--- config.mk ---
export PLATFORM = sky130hd
export DESIGN_NAME = nexys_starship_rng_bank
export DESIGN_NICKNAME = d
export VERILOG_FILES = /design/src/rtl/nexys_starship_pkg.sv /design/src/rtl/nexys_starship_lfsr.sv /design/src/rtl/nexys_starship_rng_bank.sv
export SDC_FILE = /design/constraint.sdc
export NUM_CORES = 1
export LEC_CHECK = 0
export CORE_MARGIN = 4
export CORE_UTILIZATION = 57
export DETAILED_ROUTE_END_ITERATION = 10
export DONT_BUFFER_PORTS = 1
export PLACE_DENSITY = 0.72
export SLEW_MARGIN = 20
export SYNTH_ARGS = -nofsm -noshare
export SYNTH_HDL_FRONTEND = slang
export SYNTH_SLANG_ARGS = --single-unit
--- constraint.sdc ---
create_clock -name Clk -period 3.4 [get_ports Clk]
set_input_delay 0.68 -clock Clk [delete_from_list [all_inputs] [get_ports Clk]]
set_output_delay 0.68 -clock Clk [all_outputs]
set_load 0.005 [all_outputs]
--- src/rtl/nexys_starship_pkg.sv ---
// Shared constants and the per-channel seed derivation for the starship RNG bank.
package nexys_starship_pkg;

    localparam logic [31:0] NEXYS_POLY         = 32'h0000_B400;
    localparam logic [31:0] NEXYS_SALT         = 32'h0000_9E37;
    localparam logic [31:0] NEXYS_DEFAULT_SEED = 32'h0000_ACE1;

    // Offsets the base seed by ch*salt, truncates to width bits and never yields zero.
    function automatic logic [31:0] seed_fn(input logic [31:0] base,
                                            input logic [31:0] salt,
                                            input logic [31:0] ch,
                                            input int unsigned width);
        logic [31:0] mask;
        logic [31:0] s;
        mask = (width >= 32) ? 32'hFFFF_FFFF : ((32'h1 << width) - 32'h1);
        s    = (base + ch * salt) & mask;
        if (s == 32'h0) begin
            s = 32'h1;
        end
        return s;
    endfunction

endpackage

--- src/rtl/nexys_starship_lfsr.sv ---
// One RNG channel: Galois LFSR, threshold compare and enabled-cycle cooldown.
module nexys_starship_lfsr
    import nexys_starship_pkg::*;
#(
    parameter int              WIDTH     = 16,
    parameter int              THRESH_W  = 8,
    parameter logic [WIDTH-1:0] POLY     = WIDTH'(NEXYS_POLY),
    parameter logic [WIDTH-1:0] RST_SEED = WIDTH'(NEXYS_DEFAULT_SEED),
    parameter int              COOLDOWN  = 0
) (
    input  logic                Clk,
    input  logic                Reset,
    input  logic                Enable,
    input  logic                Load,
    input  logic [WIDTH-1:0]    Load_Value,
    input  logic [THRESH_W-1:0] Threshold,
    output logic                Event,
    output logic [WIDTH-1:0]    State
);

    logic [WIDTH-1:0] state_q, state_d;
    logic [7:0]       cool_q, cool_d;
    logic             event_q, event_d;
    logic             hit;

    always_comb begin
        state_d = state_q;
        cool_d  = cool_q;
        event_d = 1'b0;
        hit     = (cool_q == 8'd0) && (state_q[THRESH_W-1:0] < Threshold);
        if (Load) begin
            state_d = Load_Value;
            cool_d  = 8'd0;
        end else if (Enable) begin
            event_d = hit;
            state_d = state_q[0] ? ((state_q >> 1) ^ POLY) : (state_q >> 1);
            // Cooldown saturates at zero; a hit reloads it.
            if (hit) begin
                cool_d = 8'(COOLDOWN);
            end else if (cool_q != 8'd0) begin
                cool_d = cool_q - 8'd1;
            end
        end
    end

    always_ff @(posedge Clk) begin
        if (Reset) begin
            state_q <= RST_SEED;
            cool_q  <= 8'd0;
            event_q <= 1'b0;
        end else begin
            state_q <= state_d;
            cool_q  <= cool_d;
            event_q <= event_d;
        end
    end

    assign Event = event_q;
    assign State = state_q;

endmodule

--- src/rtl/nexys_starship_rng_bank.sv ---
// Bank of independent LFSR spawn channels with runtime seed, threshold and cooldown.
module nexys_starship_rng_bank
    import nexys_starship_pkg::*;
#(
    parameter int          NUM_CH       = 4,
    parameter int          WIDTH        = 16,
    parameter int          THRESH_W     = 8,
    parameter logic [31:0] POLY         = NEXYS_POLY,
    parameter logic [31:0] SALT         = NEXYS_SALT,
    parameter logic [31:0] DEFAULT_SEED = NEXYS_DEFAULT_SEED,
    parameter int          COOLDOWN     = 0
) (
    input  logic                Clk,
    input  logic                Reset,
    input  logic                Enable,
    input  logic                Seed_Load,
    input  logic [WIDTH-1:0]    Seed,
    input  logic [THRESH_W-1:0] Threshold,
    output logic [NUM_CH-1:0]   Rand_Event,
    output logic [WIDTH-1:0]    Rand_Value
);

    localparam logic [WIDTH-1:0] POLY_W = POLY[WIDTH-1:0];

    logic [WIDTH-1:0] load_value [NUM_CH];
    logic [WIDTH-1:0] state      [NUM_CH];
    logic [WIDTH-1:0] rand_value_q, rand_value_d;

    for (genvar i = 0; i < NUM_CH; i++) begin : g_ch
        localparam logic [WIDTH-1:0] RST_SEED =
            WIDTH'(seed_fn(DEFAULT_SEED, SALT, 32'(i), WIDTH));

        assign load_value[i] = WIDTH'(seed_fn(32'(Seed), SALT, 32'(i), WIDTH));

        nexys_starship_lfsr #(
            .WIDTH    (WIDTH),
            .THRESH_W (THRESH_W),
            .POLY     (POLY_W),
            .RST_SEED (RST_SEED),
            .COOLDOWN (COOLDOWN)
        ) u_lfsr (
            .Clk        (Clk),
            .Reset      (Reset),
            .Enable     (Enable),
            .Load       (Seed_Load),
            .Load_Value (load_value[i]),
            .Threshold  (Threshold),
            .Event      (Rand_Event[i]),
            .State      (state[i])
        );
    end

    // Mirrors channel 0's next state so Rand_Value lands on the same edge.
    always_comb begin
        rand_value_d = rand_value_q;
        if (Seed_Load) begin
            rand_value_d = load_value[0];
        end else if (Enable) begin
            rand_value_d = state[0][0] ? ((state[0] >> 1) ^ POLY_W) : (state[0] >> 1);
        end
    end

    always_ff @(posedge Clk) begin
        if (Reset) begin
            rand_value_q <= '0;
        end else begin
            rand_value_q <= rand_value_d;
        end
    end

    assign Rand_Value = rand_value_q;

endmodule

# Word level (Yosys, flattened, before mapping)
# Index checks and enable logic that the tools add are counted.
# totals
input_bits,28
output_inout_bits,20
register_bits,116
# classes
n_addsub,7
mux,24
order_cmp,4
bitwise_logic,5
n_reduce_logical,27
# op_table
op,count
16-bit two-way mux,16
32-bit zero test,4
8-bit two-way mux,8
16-bit adder (second input constant),2
8-bit zero test,4
8-bit less-than comparator,4
8-bit nonzero test,4
8-bit by 1-bit subtractor with 8-bit output (second input constant),4
16-bit by 14-bit adder with 16-bit output (second input constant),1
3-bit NOT with 4-bit output,4
2-bit nonzero test,5
2-bit AND reduction,4
1-bit logical AND,4
3-bit OR reduction,1
2-bit OR reduction,1
1-bit NOT,1

# Longest topological paths before layout
# Gate-level depths: netlist of run 1.
# logic_depth
word_depth,4
depth_mapped,10

# Modules after synthesis
# Synthesis of run 1 repeated with hierarchy kept, for this count alone.
# unflattened
cells_unflattened,950
hier_area_um2,7698.6
# by_module_without_submodules
module,seq_area_each_um2,instances,area_per_inst_um2,cells_each
nexys_starship_rng_bank,320.3,1,2003.2,289
nexys_starship_lfsr (g_ch[2].u_lfsr),500.5,1,1447.6,160
nexys_starship_lfsr (g_ch[1].u_lfsr),500.5,1,1416.4,168
nexys_starship_lfsr (g_ch[3].u_lfsr),500.5,1,1416.4,167
nexys_starship_lfsr (g_ch[0].u_lfsr),500.5,1,1415.1,166

# Worst setup path after synthesis of run 1
# No wires, ideal clock.
# synth_timing
path_kind,in2reg
start,in Seed[2]
end,reg g_ch[2].u_lfsr.state_q[0]
arrival_ps,2761
required_ps,3342
slack_ps,581
stages,10
cell_sequence,buf_1 -> inv_1 -> ha_1 -> nand2b_4 -> a21boi_2 -> o22ai_2 -> xnor2_1 -> or4_1 -> o311ai_1 -> a21o_1
# synth_via
elab_chain_len,4
# synth_rtl
element,line_no,source
"start, declared",nexys_starship_rng_bank.sv:17,"input logic [WIDTH-1:0] Seed,"
16-bit by 14-bit adder with 16-bit output,nexys_starship_pkg.sv:16,s = (base + ch * salt) & mask;
32-bit zero test,nexys_starship_pkg.sv:17,if (s == 32'h0) begin
16-bit two-way mux,nexys_starship_pkg.sv:17,
16-bit two-way mux,nexys_starship_lfsr.sv:31,if (Load) begin
"end signal, assigned",nexys_starship_lfsr.sv:52,state_q <= state_d;
"end, declared",nexys_starship_lfsr.sv:21,"logic [WIDTH-1:0] state_q, state_d;"
# No other way between the ends.
# A chain may end at the register's enable or synchronous reset.

# Worst setup path after layout of run 1
# layout_timing
start,in Seed[1]
end,reg g_ch[1].u_lfsr.state_q[0]
# layout_via
elab_chain_len,4
# layout_rtl
element,line_no
16-bit adder,nexys_starship_pkg.sv:16
32-bit zero test,nexys_starship_pkg.sv:17
16-bit two-way mux,nexys_starship_pkg.sv:17
16-bit two-way mux,nexys_starship_lfsr.sv:31
"end signal, assigned",nexys_starship_lfsr.sv:52
"end, declared",nexys_starship_lfsr.sv:21
# No other way between the ends.

==> results of run 1 <==
[cells in the final DEF, fill, tap and decap left out, types with 4 or more instances in the layout]
| master | synthesis | routed |
|---|---|---|
| a211o_1 | 9 | 9 |
| a211oi_1 | 46 | 46 |
| a21boi_1 | 4 | 4 |
| a21o_1 | 11 | 11 |
| a21oi_1 | 59 | 59 |
| a221oi_1 | 4 | 4 |
| a31oi_1 | 11 | 11 |
| and2_1 | 6 | 6 |
| and3_1 | 6 | 6 |
| clkbuf_16 | 0 | 9 |
| dfxtp_1 | 108 | 108 |
| ha_1 | 43 | 43 |
| inv_1 | 37 | 37 |
| mux2_2 | 4 | 4 |
| mux2i_1 | 23 | 23 |
| nand2_1 | 49 | 49 |
| nand2b_1 | 14 | 14 |
| nand3_1 | 15 | 15 |
| nand4_1 | 8 | 8 |
| nor2_1 | 100 | 100 |
| nor2b_1 | 31 | 31 |
| nor3_1 | 17 | 17 |
| nor4_1 | 8 | 8 |
| o21ai_0 | 35 | 35 |
| o21ai_1 | 15 | 15 |
| o22ai_1 | 11 | 11 |
| or2_2 | 10 | 10 |
| or3_1 | 18 | 18 |
| xnor2_1 | 46 | 46 |
| xor2_1 | 19 | 19 |
[worst paths after layout]
path / start / end / slack, ps / depth (start not counted)
min reg2reg: Rand_Value[13] / Rand_Value[13] / 480 / 2
max reg2reg: Rand_Value[2] / g_ch[0].u_lfsr.cool_q[5] / 950 / 8
min: Reset / g_ch[1].u_lfsr.State[13] / 380 / 1
max: Seed[1] / g_ch[1].u_lfsr.State[0] / 860 / 9
[worst register-to-register path, cell delays in order (launching register included)]
cell and delay [ps]:
dfxtp_1 450, ha_1 290, a21oi_1 140, o21ai_1 80
a311o_1 370, or3_1 420, a2111o_1 390, xor2_1 130
nor2_1 50
[sequential cells by signal, summed over array words and instances, names as in the netlist]
name / flops
g_ch.u_lfsr.State: 56
g_ch.u_lfsr.Event: 4
Rand_Value: 16
g_ch.u_lfsr.cool_q: 32
[per-layer routing]
| metal | routed length, µm | track usage |
|---|---|---|
| met3 | 1222 | 0.05800 |
| met1 | 7862 | 0.3033 |
| met2 | 8892 | 0.4426 |
| met4 | 495 | 0.09561 |
| met5 | 0 | 0 |
[power by group through the flow]
stage | Combinational, mW | Sequential [mW] | Clock, mW
2_1_floorplan | 1.05 | 1.53 | 0
3_3_place_gp | 1.10 | 1.57 | 0
3_5_place_dp | 1.14 | 1.57 | 0
4_1_cts | 1.15 | 1.55 | 1.04
5_1_grt | 1.31 | 1.57 | 1.08
6_report | 1.16 | 1.55 | 1.02
[cell families after synthesis]
| logic type | after synthesis | synth area share |
|---|---|---|
| AO/OA/AOI/OAI | 243 | 0.2270 |
| adder cells (fa/ha/maj) | 43 | 0.07480 |
| XOR/XNOR | 65 | 0.07914 |
| flip-flops | 108 | 0.3006 |
| AND/OR/NAND/NOR | 304 | 0.2155 |
| buffers and inverters | 107 | 0.06471 |
| multiplexers | 27 | 0.03827 |
[through the flow]
stage	worst slack (ps)	hold WS (ps)	total power [mW]	cell area, µm²	std cells
2_1_floorplan	581.1	438.6	2.577	7193	897
3_3_place_gp	634.2	446.9	2.662	7092	999
3_5_place_dp	547.3	452.6	2.716	7092	999
4_1_cts	930.1	371.0	3.735	7372	1015
5_1_grt	688.8	371.1	3.954	7372	1015
6_report	856.2	380.7	3.732	7372	1015
[final cells by class]
class | instances | area (µm²)
Fill cell | 1127 | 4790
Multi-Input combinational cell | 682 | 4566
Sequential cell | 108 | 2162
Clock buffer | 11 | 242.7
Tap cell | 168 | 210.2
Inverter | 41 | 153.9
Clock inverter | 5 | 37.54
==> flow_summary.json, run 1 <==
{
  "ant_nets": 0,
  "synth_top_area_frac": 0.3006,
  "start_util": 0.5915,
  "cts_resized": 0,
  "start_kind": "primary input",
  "yosysMostFrequentCell": "dfxtp_1",
  "antenna-diode-count": 0,
  "clkSinkCount": 108,
  "via_per_inst": 6.198,
  "p_int_mw": 2.466,
  "post-route-period-util": 0.7482,
  "hold_viol": 0,
  "syn_inst": 897,
  "rsz0062_at_grt": "no",
  "chipHeight_um": 120.3,
  "drt-initial-drc-count": 590,
  "gp_congestion": 0.9139,
  "grt_pass1_wl_mm": 29.73,
  "cp_top_family": "compound AO/OA/AOI/OAI gates",
  "synth_common_cells": "108 x dfxtp_1, 100 x nor2_1, 59 x a21oi_1",
  "final_util": 0.6062,
  "timing.critical_path.buf_inv": 1,
  "power_frac_comb": 0.311,
  "fmax_mhz": 393.1,
  "ir_worst_vdd_uv": 243.4,
  "die_w_um": 120.3,
  "antenna_found_initial": 0,
  "synthesis.nets": 968,
  "numCtsBuffers": 9,
  "wirelength_mm": 18.47,
  "setup-tns-final_ps": 0,
  "syn2layout_area_growth_pct": 2.487,
  "power.share.sequential": 0.415,
  "ioPinCount": 48,
  "synth_flop_cell": "dfxtp_1",
  "fp.dieArea_um2": 14480,
  "drv_cap": 0,
  "syn_area_um2": 7193,
  "setup_viol": 0,
  "cp_slowest_stage_delay_ps": 470,
  "crit_required_ps": 3680,
  "root_buffer": "clkbuf_16",
  "core_um2": 12160,
  "grt_pass1_vias": 5936,
  "grt_use_total": 0.2534,
  "yosysUniqueCellTypes": 75,
  "status": "completed",
  "vias": 6291,
  "power_density_nw_per_um2": 506.2,
  "critPathSlowestCell": "a21boi_1",
  "ys_seq_elements": 108,
  "cts_setup_buffers": 0,
  "switching_share": 0.3392,
  "dp_hpwl_mm": 12.81,
  "fin_nets": 913,
  "tritoncts": "done",
  "avgSynthCellArea_um2": 8.019,
  "dr.pass1.iters": 6,
  "cts-hold-fix-buffers": 0,
  "port_buffers": 0,
  "ys_top_cells_by_area": "dfxtp_1 30%, ha_1 7.5%, xnor2_1 5.6%",
  "rows": 40,
  "leakage_nw": 2.980,
  "drive_gt1_frac": 0.05431,
  "clock_latency_ps": 360,
  "cp.arrival_ps": 2820,
  "synth_edf_count": 0,
  "clk_path_buf_depth": 2,
  "tightest_slew_ps": 822.7,
  "yosysWarnings": 0,
  "clockPowerShare": 0.274,
  "slew_headroom": 0.4495,
  "wl_per_cell_um": 18.20,
  "grt_max_degree": 117,
  "ys_seq_area_frac": 0.3006,
  "cp_max_fo": 6,
  "overflow": 0,
  "critPathKind": "in -> reg",
  "critPathCaptureType": "register",
  "hp-class": "in -> reg",
  "p_sw_mw": 1.266,
  "synth_top_area_cell": "dfxtp_1",
  "fin_skew_ps": 9.464,
  "post-route-drc-count": 0,
  "clk_pin_slew_ps": 80,
  "period_needed_ps": 2544,
  "slew_viol_final": 0,
  "crit_chain": "inv_1, ha_1, nand2b_1, a21boi_1, and4_1, mux2i_1, a221oi_2, nand3_1, a311oi_1",
  "async_flop_share": 0,
  "h-tree-depth": 3
}
No activity file was read; power rests on OpenSTA's default activity.
==> run 2, diff against run 1 <==
==> constraint.sdc (replaced) <==
create_clock -name Clk -period 2.5 [get_ports Clk]
set_input_delay 0.5 -clock Clk [delete_from_list [all_inputs] [get_ports Clk]]
set_output_delay 0.5 -clock Clk [all_outputs]
set_load 0.005 [all_outputs]
==> flow_summary.json, run 2 (synthesis results as in run 1) <==
{
  "tightest_slew_ps": 588.5,
  "final_common_cell": "dfxtp_1",
  "fin_ws_ps": 161.4,
  "chipHeight_um": 120.3,
  "drive_gt1_frac": 0.08362,
  "via_per_inst": 6.178,
  "dr.pass1.iters": 5,
  "slew_headroom": 0.6052,
  "fp.dieArea_um2": 14480,
  "largest_reg_flops": 56,
  "hp-class": "in -> reg",
  "root_buffer": "clkbuf_16",
  "antenna_found_initial": 0,
  "cts_resized": 0,
  "core_um2": 12160,
  "die_w_um": 120.3,
  "rows": 40,
  "h-tree-depth": 3,
  "reg2reg_to": "g_ch[1].u_lfsr.cool_q[4]",
  "wl_met3_mm": 1.148,
  "fin_skew_ps": 11.56,
  "final_cells": 1041,
  "vias": 6431,
  "ir_worst_vdd_uv": 442.3,
  "grt_use_total": 0.2585,
  "whs_path_depth": 1,
  "final_util": 0.6247,
  "syn2layout_area_growth_pct": 5.618,
  "clk_pin_slew_ps": 80,
  "tritoncts": "done",
  "wl_met1_mm": 7.950,
  "dp_slack_ps": -160.4,
  "cp.arrival_ps": 2630,
  "post-route-period-util": 0.9355,
  "antenna-diode-count": 0,
  "critPathKind": "in -> reg",
  "fillers": 1072,
  "numCtsBuffers": 9,
  "cts-hold-fix-buffers": 0,
  "ioPinCount": 48,
  "wirelength_mm": 18.85,
  "rsz0062_at_grt": "no",
  "power_density_nw_per_um2": 690.8,
  "post-route-drc-count": 0,
  "fmax_mhz": 427.6,
  "port_buffers": 0,
  "setup.reg_to_reg.worst_slack_ps": 170,
  "ant_nets": 0,
  "setup_viol": 0,
  "grt_max_degree": 117,
  "overflow": 0,
  "clkSinkCount": 108,
  "cts_setup_buffers": 0,
  "leakage_nw": 3.129,
  "hold_viol": 0,
  "final_cell_mix": "108 x dfxtp_1, 100 x nor2_1, 59 x a21oi_1, 49 x nand2_1",
  "top_layer": "met4",
  "timing.rr.start": "g_ch[1].u_lfsr.State[2]",
  "gp_congestion": 0.9880,
  "clk_path_buf_depth": 2,
  "crit_required_ps": 2790,
  "wl_per_cell_um": 18.11,
  "cp-startpoint": "Threshold[2]",
  "status": "completed",
  "cp_max_fo": 7,
  "hold_path.startpoint": "Reset",
  "grt_pass1_vias": 6159,
  "clock_latency_ps": 370,
  "drv_cap": 0,
  "slew_viol_final": 0,
  "dp.cells": 1025,
  "setup-tns-final_ps": 0,
  "start_kind": "primary input",
  "route.met2.wl_mm": 9.177,
  "dp_hpwl_mm": 13.33,
  "ff2ff_path_depth": 8,
  "min_to": "g_ch[2].u_lfsr.State[10]",
  "grt_pass1_wl_mm": 30.49,
  "drt-initial-drc-count": 682,
  "period_needed_ps": 2339,
  "fin_nets": 939,
  "critPathCaptureType": "register",
  "start_util": 0.5915
}
[run 2: cell count changes in the layout (fill, tap and decap cells not counted), sizes merged]
| cell | delta |
|---|---|
| buf | +26 |
| inv | +2 |
| clkinv | -1 |
| clkinvlp | -2 |
| bufinv | +1 |
[run 2: through the flow]
stage          power (mW)  hold slack, ps  area (µm²)
3_3_place_gp        3.654           455.9        7297
2_1_floorplan       3.507           438.6        7204
6_report            5.248           205.8        7597
3_5_place_dp        3.747           462.2        7297
5_1_grt             5.543           189.7        7597
4_1_cts             5.241           186.2        7597
[run 2: power by group]
group	internal [mW]	switching (mW)	total, mW
clock	0.810	0.699	1.51
sequential	1.92	0.183	2.11
combinational	0.755	0.877	1.63
[run 2: worst max-delay path by stage]
stage / end / slack, ps / cells past startpoint
4_1_cts: g_ch[0].u_lfsr.cool_q[5] / 180 / 7
2_1_floorplan: g_ch[2].u_lfsr.State[0] / 0.7 / 10
3_5_place_dp: g_ch[1].u_lfsr.cool_q[4] / -160 / 10
6_report: g_ch[1].u_lfsr.cool_q[4] / 160 / 10
3_3_place_gp: g_ch[0].u_lfsr.cool_q[5] / -6 / 9
5_1_grt: g_ch[1].u_lfsr.cool_q[4] / 50 / 8
[run 2: per-layer routing]
layer / up-vias / track usage
li1: 3128 / -
met1: 3026 / 0.3121
met2: 225 / 0.4419
met3: 52 / 0.06782
met4: 0 / 0.09703
met5: - / 0
[run 2: layout make-up]
cell class / instances / area (µm²) / share of cell area
Tap cell: 168 / 210.2 / 0.02767
Clock buffer: 11 / 242.7 / 0.03195
Clock inverter: 5 / 57.56 / 0.007576
Multi-Input combinational cell: 682 / 4576 / 0.6023
Sequential cell: 108 / 2162 / 0.2846
Inverter: 41 / 153.9 / 0.02026
Timing Repair Buffer: 26 / 195.2 / 0.02569
[run 2: worst max-delay path: stages]
cell,delay [ps]
inv_1,40
buf_4,140
ha_1,310
a21oi_1,160
o21ai_1,90
a311o_1,380
o21ai_1,250
a21boi_1,220
or3_1,390
a21oi_1,150
==> run 3, diff against run 2 <==
--- a/config.mk
+++ b/config.mk
@@ -5,8 +5,11 @@
 export SDC_FILE = /design/constraint.sdc
 export NUM_CORES = 1
 export LEC_CHECK = 0
+export ABC_AREA = 1
+export CAP_MARGIN = 0
 export CORE_MARGIN = 4
 export CORE_UTILIZATION = 57
+export CTS_CLUSTER_DIAMETER = 120
 export DETAILED_ROUTE_END_ITERATION = 10
 export DONT_BUFFER_PORTS = 1
 export PLACE_DENSITY = 0.72
==> flow_summary.json, run 3 <==
{
  "status": "completed",
  "min_to": "Rand_Value[10]",
  "leakage_nw": 3.730,
  "cp_max_fo": 8,
  "h-tree-depth": 3,
  "largest_reg_flops": 56,
  "setup.reg_to_reg.worst_slack_ps": 510,
  "post-route-drc-count": 0,
  "hp-class": "in -> reg",
  "dp_hpwl_mm": 15.18,
  "start_util": 0.5846,
  "slew_headroom": 0.4828,
  "yosysWarnings": 0,
  "drv_cap": 0,
  "overflow": 0,
  "synth_edf_count": 0,
  "antenna_found_initial": 0,
  "syn_inst": 1145,
  "core_um2": 12720,
  "cp-startpoint": "g_ch[2].u_lfsr.State[5]",
  "fillers": 1294,
  "ys_top_cells_by_area": "dfxtp_1 29%, nand2_1 16%, ha_1 7.2%",
  "ff2ff_path_depth": 9,
  "hold_viol": 0,
  "vias": 7304,
  "tightest_slew_ps": 775.0,
  "port_buffers": 0,
  "final_cell_area_um2": 7734,
  "reg2reg_to": "g_ch[2].u_lfsr.cool_q[0]",
  "critPathCaptureType": "register",
  "synthesis.nets": 1216,
  "ioPinCount": 48,
  "ys_seq_area_frac": 0.2907,
  "rsz0062_at_grt": "no",
  "slew_viol_final": 0,
  "period_needed_ps": 1995,
  "setup_viol": 0,
  "cts-hold-fix-buffers": 0,
  "start_kind": "register",
  "cts_setup_buffers": 0,
  "ant_nets": 0,
  "cp.arrival_ps": 2250,
  "drt-initial-drc-count": 655,
  "syn2layout_area_growth_pct": 3.987,
  "root_buffer": "clkbuf_16",
  "gp_congestion": 0.9700,
  "ys_seq_elements": 108,
  "timing.rr.start": "g_ch[2].u_lfsr.State[5]",
  "antenna-diode-count": 0,
  "synth_common_cells": "314 x nand2_1, 114 x inv_1, 108 x dfxtp_1",
  "yosysUniqueCellTypes": 45,
  "clock_latency_ps": 360,
  "wirelength_mm": 20.76,
  "chipHeight_um": 122.2,
  "final_cell_mix": "314 x nand2_1, 114 x inv_1, 108 x dfxtp_1, 98 x a21oi_1, 93 x nor2_1",
  "syn_area_um2": 7437,
  "cts_resized": 0,
  "ir_worst_vdd_uv": 380.3,
  "wl_per_cell_um": 16.18,
  "clkSinkCount": 108,
  "yosysMostFrequentCell": "nand2_1",
  "numCtsBuffers": 9,
  "grt_pass1_wl_mm": 33.43,
  "power_density_nw_per_um2": 637.3,
  "clk_path_buf_depth": 2,
  "fmax_mhz": 501.3,
  "synth_flop_cell": "dfxtp_1",
  "fin_skew_ps": 7.992,
  "grt_max_degree": 59,
  "hold_path.startpoint": "Reset",
  "via_per_inst": 5.693,
  "whs_path_depth": 1,
  "grt_use_total": 0.2828,
  "synth_top_area_cell": "dfxtp_1",
  "final_common_cell": "nand2_1",
  "die_w_um": 122.2,
  "fp.dieArea_um2": 14940,
  "crit_required_ps": 2760,
  "grt_pass1_vias": 6539,
  "avgSynthCellArea_um2": 6.495,
  "rows": 41,
  "critPathKind": "reg -> reg",
  "post-route-period-util": 0.7979,
  "tritoncts": "done",
  "fin_nets": 1177,
  "async_flop_share": 0,
  "place_area_um2": 7390,
  "synth_top_area_frac": 0.2907,
  "setup-tns-final_ps": 0,
  "dr.pass1.iters": 6,
  "clk_pin_slew_ps": 80,
  "drive_gt1_frac": 0.07111
}
-- run 3: cell count changes after synthesis, sizes merged, moves of 23 or more --
| cell | delta |
|---|---|
| mux2i | -23 |
| nor2b | -32 |
| a211oi | -39 |
| nand2 | +278 |
| a21oi | +41 |
| inv | +90 |
| xnor2 | -46 |
| o21ai | +27 |
| nand3 | +75 |
-- run 3: worst max-delay path, cell delays in order (launching register included) --
cell and delay [ps]:
dfxtp_1 400, ha_1 280, a21oi_1 210, nor2_1 60
a211oi_1 240, nand2_1 100, nand2_1 210, nand2_1 170
o21ai_0 170, inv_1 50
-- run 3: final cells by class --
| type | count | area, µm² | share of cell area |
|---|---|---|---|
| Tap cell | 172 | 215.2 | 0.02783 |
| Multi-Input combinational cell | 849 | 4446 | 0.5748 |
| Inverter | 130 | 494.2 | 0.06391 |
| Sequential cell | 108 | 2162 | 0.2796 |
| Timing Repair Buffer | 8 | 72.57 | 0.009384 |
| Clock inverter | 6 | 105.1 | 0.01359 |
| Clock buffer | 10 | 239.0 | 0.03090 |
-- run 3: logic make-up (layout without fill, tap and decap cells) --
family,Yosys count,count (layout),synth area share
buf+inv,188,154,0.1115
fa+ha+maj,43,43,0.07234
compound gates,219,219,0.1649
flops,108,108,0.2907
simple gates,566,566,0.3334
xor+xnor,20,20,0.02557
mux,1,1,0.001514
-- run 3: how the worst max path moves through the flow --
stage                               endpoint  slack [ps]  depth (start not counted)
global route        g_ch[3].u_lfsr.cool_q[0]         270                          9
CTS                 g_ch[2].u_lfsr.cool_q[0]         530                          9
floorplan           g_ch[2].u_lfsr.cool_q[0]         520                         10
finish              g_ch[2].u_lfsr.cool_q[0]         510                          9
global placement    g_ch[0].u_lfsr.cool_q[0]         340                          9
detailed placement  g_ch[2].u_lfsr.cool_q[0]         280                         10
-- run 3: layer usage --
metal,up-vias,track usage,part of all wire
met1,3319,0.3962,0.46
met3,53,0.05853,0.076
met2,266,0.4315,0.44
met4,0,0.1015,0.029
li1,3666,-,-
met5,-,0,0
-- run 3: where the power goes --
part	internal [mW]	switching [mW]	total (mW)	leakage, nW
Sequential	1.88	0.131	2.01	0.893
Combinational	0.481	0.818	1.30	2.67
Clock	0.927	0.696	1.62	0.168
Total	3.28	1.65	4.93	3.73
-- run 3: metrics by stage --
| stage | total power, mW | util | instances | worst slack [ps] | hold slack (ps) |
|---|---|---|---|---|---|
| 2_1_floorplan | 3.111 | - | 1145 | 517.1 | 429.6 |
| 3_3_place_gp | 3.306 | 0.5808 | 1267 | 335.6 | 439.4 |
| 3_5_place_dp | 3.323 | 0.5808 | 1267 | 281.3 | 444.9 |
| 4_1_cts | 4.952 | 0.6079 | 1283 | 527.2 | 183.0 |
| 5_1_grt | 5.226 | 0.6079 | 1283 | 266.9 | 184.0 |
| 6_report | 4.928 | 0.6079 | 1283 | 505.4 | 194.9 |
